===== src/rtl/pixel_pack_gen_pkg.sv =====
// pixel_pack_gen_pkg: lane-order constants and lane-keep mask helper shared by the pixel packer
package pixel_pack_gen_pkg;
    localparam int ORDER_LSB_FIRST = 0;
    localparam int ORDER_MSB_FIRST = 1;
    localparam int KEEP_W = 32;

    function automatic logic [KEEP_W-1:0] keep_mask(input int used, input int div, input int order);
        logic [KEEP_W-1:0] m;
        m = (KEEP_W'(1) << used) - KEEP_W'(1);
        return order == ORDER_MSB_FIRST ? m << (div - used) : m;
    endfunction
endpackage


===== src/rtl/pixel_pack_gen_shift_reg.sv =====
// shift_reg: TAPE-stage delay line of D_WIDTH-bit words, cleared on reset
module shift_reg #(
    parameter int D_WIDTH = 2,
    parameter int TAPE = 1
) (
    input  logic               in_pclk,
    input  logic               in_rstn,
    input  logic [D_WIDTH-1:0] d,
    output logic [D_WIDTH-1:0] q
);
    logic [D_WIDTH-1:0] pipe [TAPE];

    always_ff @(posedge in_pclk or negedge in_rstn) begin
        if (!in_rstn) begin
            for (int i = 0; i < TAPE; i++) pipe[i] <= '0;
        end else begin
            pipe[0] <= d;
            for (int i = 1; i < TAPE; i++) pipe[i] <= pipe[i-1];
        end
    end

    assign q = pipe[TAPE-1];
endmodule


===== src/rtl/pixel_pack_gen.sv =====
// pixel_pack_gen: packs PACK_DIV pixels per word, flushes partial groups at DE fall,
// and regenerates word-domain x/y counters with delay-matched sync
module pixel_pack_gen
    import pixel_pack_gen_pkg::*;
#(
    parameter int PIXEL_BIT = 16,
    parameter int PACK_DIV = 4,
    parameter int X_WIDTH = 12,
    parameter int ORDER = 0,
    parameter int SYNC_POL = 1,
    localparam int PACK_BIT = PIXEL_BIT * PACK_DIV
) (
    input  logic                 in_pclk,
    input  logic                 in_rstn,
    input  logic                 in_valid,
    input  logic                 in_de,
    input  logic                 in_hs,
    input  logic                 in_vs,
    input  logic [PIXEL_BIT-1:0] in_data,
    output logic                 out_valid,
    output logic [PACK_BIT-1:0]  out_data,
    output logic [PACK_DIV-1:0]  out_keep,
    output logic                 out_last,
    output logic [X_WIDTH-1:0]   out_x,
    output logic [X_WIDTH-1:0]   out_y,
    output logic                 out_de,
    output logic                 out_hs,
    output logic                 out_vs
);
    localparam int CW = $clog2(PACK_DIV);

    logic [CW-1:0]       cnt;
    logic [CW-1:0]       lane;
    logic [PACK_BIT-1:0] acc;
    logic [PACK_BIT-1:0] acc_w;
    logic [X_WIDTH-1:0]  x_cnt;
    logic                de_q;
    logic                seen;
    logic                y_inc;
    logic                accept;
    logic                de_fall;
    logic                full;
    logic                flush;

    assign accept  = in_valid && in_de;
    assign de_fall = de_q && !in_de;
    assign full    = accept && cnt == CW'(PACK_DIV - 1);
    assign flush   = de_fall && cnt != '0;
    assign lane    = ORDER == ORDER_MSB_FIRST ? CW'(PACK_DIV - 1) - cnt : cnt;

    always_comb begin
        acc_w = acc;
        acc_w[int'(lane)*PIXEL_BIT +: PIXEL_BIT] = in_data;
    end

    // out_y advances one cycle after DE fall so the line's flush word still carries the old index
    always_ff @(posedge in_pclk or negedge in_rstn) begin
        if (!in_rstn) begin
            cnt       <= '0;
            acc       <= '0;
            x_cnt     <= '0;
            de_q      <= 1'b0;
            seen      <= 1'b0;
            y_inc     <= 1'b0;
            out_valid <= 1'b0;
            out_data  <= '0;
            out_keep  <= '0;
            out_last  <= 1'b0;
            out_x     <= '0;
            out_y     <= '0;
            out_de    <= 1'b0;
        end else begin
            de_q      <= in_de;
            out_de    <= in_de || flush;
            out_valid <= full || flush;
            out_last  <= flush;
            y_inc     <= de_fall && seen;
            if (full || flush) begin
                out_data <= flush ? acc : acc_w;
                out_keep <= full ? '1 : PACK_DIV'(keep_mask(int'(cnt), PACK_DIV, ORDER));
                out_x    <= x_cnt;
            end
            if (accept) begin
                cnt  <= full ? '0 : cnt + 1'b1;
                acc  <= full ? '0 : acc_w;
                seen <= 1'b1;
            end
            if (de_fall) begin
                cnt   <= '0;
                acc   <= '0;
                seen  <= 1'b0;
                x_cnt <= '0;
            end else if (full) begin
                x_cnt <= x_cnt + 1'b1;
            end
            if (in_vs == 1'(SYNC_POL))
                out_y <= '0;
            else if (y_inc)
                out_y <= out_y + 1'b1;
        end
    end

    shift_reg #(.D_WIDTH(2), .TAPE(1)) u_sync_dly (
        .in_pclk(in_pclk),
        .in_rstn(in_rstn),
        .d      ({in_hs, in_vs}),
        .q      ({out_hs, out_vs})
    );
endmodule

===== config.mk =====
export PLATFORM = sky130hd
export DESIGN_NAME = pixel_pack_gen
export DESIGN_NICKNAME = d
export VERILOG_FILES = /design/src/rtl/pixel_pack_gen_pkg.sv /design/src/rtl/pixel_pack_gen_shift_reg.sv /design/src/rtl/pixel_pack_gen.sv
export SDC_FILE = /design/constraint.sdc
export NUM_CORES = 1
export LEC_CHECK = 0
export ABC_AREA = 0
export BUFFER_PORTS_ARGS = -buffer_cell sky130_fd_sc_hd__buf_2
export CORE_UTILIZATION = 59
export CTS_BUF_LIST = sky130_fd_sc_hd__clkbuf_8
export CTS_CLUSTER_SIZE = 12
export DETAILED_ROUTE_END_ITERATION = 10
export PLACE_DENSITY_LB_ADDON = 0.3
export SYNTH_ARGS = -nofsm -noshare
export SYNTH_HDL_FRONTEND = slang
export SYNTH_SLANG_ARGS = --single-unit

===== constraint.sdc =====
create_clock -name in_pclk -period 3.2 [get_ports in_pclk]
set_clock_uncertainty 0.05 [all_clocks]
set_input_delay 0.32 -clock in_pclk [delete_from_list [all_inputs] [get_ports in_pclk]]
set_output_delay 0.32 -clock in_pclk [all_outputs]
set_load 0.05 [all_outputs]

==> summary.txt <==
Worst setup path
  • R2r setup slk: 0.36 ns
  • Nature of the critical path startpoint: flip-flop
  • CP Data Required Time: 3.51 ns
  • Worst Path Class, Setup: flip-flop to flip-flop
  • CP endpoint kind: flip-flop
  • RR Endpoint: out_data[11]
  • Worst path arrival time: 3.16 ns
  • Crit path max fanout: 32
  • FF-to-FF Start: cnt[0]
  • Reg2Reg Depth: 8

Placement
  • GPL Wtd Cong: 0.8261
  • DP HPWL: 12320 um
  • Dpl ws: 0.4106 ns
  • Port buffer count: 118
  • Placed Area: 8411 sq um

STA
  • RSZ-0062 raised after global routing: false
  • Fin crit period: 2.844 ns
  • Worst Max-Slew Pin Slew: 0.7583 ns
  • # setup viols final: 0
  • Final setup margin: 0.3559 ns
  • Final hold slack: 0.05439 ns
  • Pins over their slew limit: 0
  • Slew HR: 49.24%
  • Fin crit share: 88.88%
  • Max Freq: 351.6 MHz
  • Hold Fails Final Rpt: 0
  • Setup TNS: 0 ns

Route
  • Drt drc: 0
  • Vias after detailed routing: 6048
  • Metal-1 WL: 8092 um
  • Met2 wire length: 8954 um
  • Drt wl/cell: 19.60 um
  • Pre-antenna DRT Iters: 7
  • Vias/cell: 6.287
  • Top Metal Used: met4
  • DR WL met3: 1247 um
  • Routed wire length: 18860 um
  • Antenna-violating nets left: 0
  • Drt initial violations: 647

Global route
  • Initial antenna violation count: 0
  • Total GRT Usage: 29.78%
  • Pin count of the biggest net entering global routing: 77
  • Number of global-route vias before repair: 5759
  • Grt ovf: 0
  • First-pass GRT wire length: 30060 um

Final layout
  • Nets: 809
  • Design Area, Final: 8838 sq um
  • # diodes: 0
  • Layout area overhead: 14.97%
  • FF/Latch Area: 4454 sq um
  • Final Core Density: 69.75%
  • Layout cells sized above 1: 23.92%
  • Multi-input gate area: 2894 sq um
  • Fillcell total: 977

Logic synthesis
  • Mapped cell area: 7687 sq um
  • Cells after synthesis: 669
  • Synth cell types: 53
  • Post-synthesis net count: 700
  • Number of synthesized flops with an enable pin: 0
  • Syn_area_per_cell: 11.49 sq um
  • Yosys top cell area share: 57.94%
  • Yosys warns: 0
  • Sequential fraction of the synthesis area: 57.94%
  • Synth top area cells: dfrtp_1 (58%), a221o_1 (5.3%), and3_1 (3.5%), nand2_1 (3.1%), a22o_1 (2.7%)
  • Ys flop type: dfrtp_1
  • Post-synthesis register bit count: 178
  • FFs w/ async S/R, synth: 100.0%
  • Leading area contributor after synthesis: dfrtp_1

Die
  • Die Area: 13490 sq um
  • Initial core utilization: 60.67%
  • Die H: 116.1 um
  • IO Count: 119
  • Die width: 116.1 um
  • Cell row count: 41
  • Core ar.: 12670 sq um

Min path
  • Hold Path Origin: in_de
  • Hold endpoint: de_q
  • Hold depth: 1
  • Tightest Hold Check Type: input port to flip-flop

Clock tree
  • Cts repair resizes: 0
  • CTS clk-pin slew, worst paths: 0.08 ns
  • Clk_lat worst skew: 0.46 ns
  • CTS tree: done
  • CTS H-tree depth: 4
  • Post-CTS Setup Bufs: 0
  • Num CTS Buffers: 17
  • Longest Clk Path Bufs: 2
  • Clk sinks: 178
  • Root Buffer: clkbuf_8

Status
  • Status: completed

Pwr
  • Leakage: 0.004571 uW
  • Worst vdd ir: 0.3825 mV
  • PwrDens: 560.2 nW/um^2

Job
  • # Max-Cap Violations: 0
sequential cells by signal (all words and copies together), names as in the netlist:
| name | flops |
|---|---|
| acc | 64 |
| cnt | 2 |
| de_q | 1 |
| out_data | 64 |
| out_de | 1 |
| out_keep | 4 |
| out_last | 1 |
| out_valid | 1 |
| out_x | 12 |
| out_y | 12 |
| seen | 1 |
| u_sync_dly.q | 2 |
| x_cnt | 12 |
| y_inc | 1 |
layout by cell type, fill, tap and decap left out, types with 3 or more instances in the layout:
cell and count:
and3_1 43, xor2_1 3, mux2i_1 6, buf_4 14, o21ai_0 30, clkinv_2 4
o31ai_1 6, nand2_1 63, nor4_1 6, xnor2_1 3, clkbuf_8 22, nand2b_1 6
a221o_1 41, clkinv_4 3, mux2_2 15, or4_1 6, a31oi_1 21, buf_2 117
a22o_1 24, nand4_1 5, a21oi_1 10, and2_1 16, or3_1 3, o221ai_1 22
inv_1 32, ha_1 9, nor2b_1 24, nor3_4 4, nor3_1 5, nand3_1 7
dfrtp_1 178, nor2_1 12
timing repair:
item | in CTS | in global routing
hold buffers | 2 | 0
endpoints found under the setup margin | 0 | 0
endpoints found under the hold margin | 74 | 0
worst max path at each step:
stage	from	end	cells after the start
final	cnt[0]	out_data[11]	8
after global routing	cnt[0]	out_data[3]	8
after CTS	cnt[0]	out_data[11]	8
after detailed placement	cnt[0]	out_data[11]	8
after global placement	cnt[0]	out_data[2]	8
after floorplan	cnt[0]	out_data[53]	8
cell usage after synthesis, types with 7 or more instances:
cell,count
a21oi_1,10
a221o_1,41
a22o_1,24
a31oi_1,21
and2_1,16
and3_1,43
buf_2,18
clkbuf_1,21
dfrtp_1,178
ha_1,9
inv_1,31
mux2_2,15
mux2i_1,7
nand2_1,63
nand3_1,7
nor2_1,12
nor2b_1,24
o21ai_0,30
o221ai_1,22
per-stage QoR:
stage,power [uW],instances
floorplan,3129,669
global placement,3396,929
detailed placement,3426,929
CTS,4965,962
global route,5149,962
finish,4951,962
per-layer routing:
metal  vias up  GRT usage, %
li1       2677             -
met1      3038         40.86
met2       289         45.99
met3        44         6.227
met4         0         13.85
met5         -             0
logic make-up (layout without fill, tap and decap cells):
logic type                 count (synthesis)  count (layout)  share of synthesized area, %
xor gates and xnor gates                   6               6                        0.6837
DFF                                      178             178                         57.94
and+or+nand+nor                          210             210                         15.63
adders and majority gates                  9               9                         1.465
muxes                                     22              22                         3.109
buffers and inverters                     78             199                         4.460
AOI/OAI and AO/OA                        166             166                         16.72
area by class of cell:
class	count	area share [%]
Sequential cell	178	50.40
Multi-Input combinational cell	413	32.74
Timing Repair Buffer	135	8.395
Clock buffer	22	3.426
Tap cell	172	2.435
Inverter	33	1.416
Clock inverter	9	1.189
worst max-delay path: stages, from the launching register on:
cell	delay [ns]
dfrtp_1	0.52
inv_1	0.23
ha_1	0.32
or3b_4	0.41
clkinv_2	0.12
nor2_2	0.14
clkinv_1	0.41
buf_4	0.35
o221ai_1	0.20
where the power goes:
part           switching [uW]  total, uW  leakage, uW  internal [uW]
Combinational             712        944      0.00190            232
Clock                     772       1560     0.000216            791
Sequential               82.7       2440      0.00246           2360
Total                    1570       4950      0.00457           3380
Note: power is estimated with default switching activity, not from simulation.
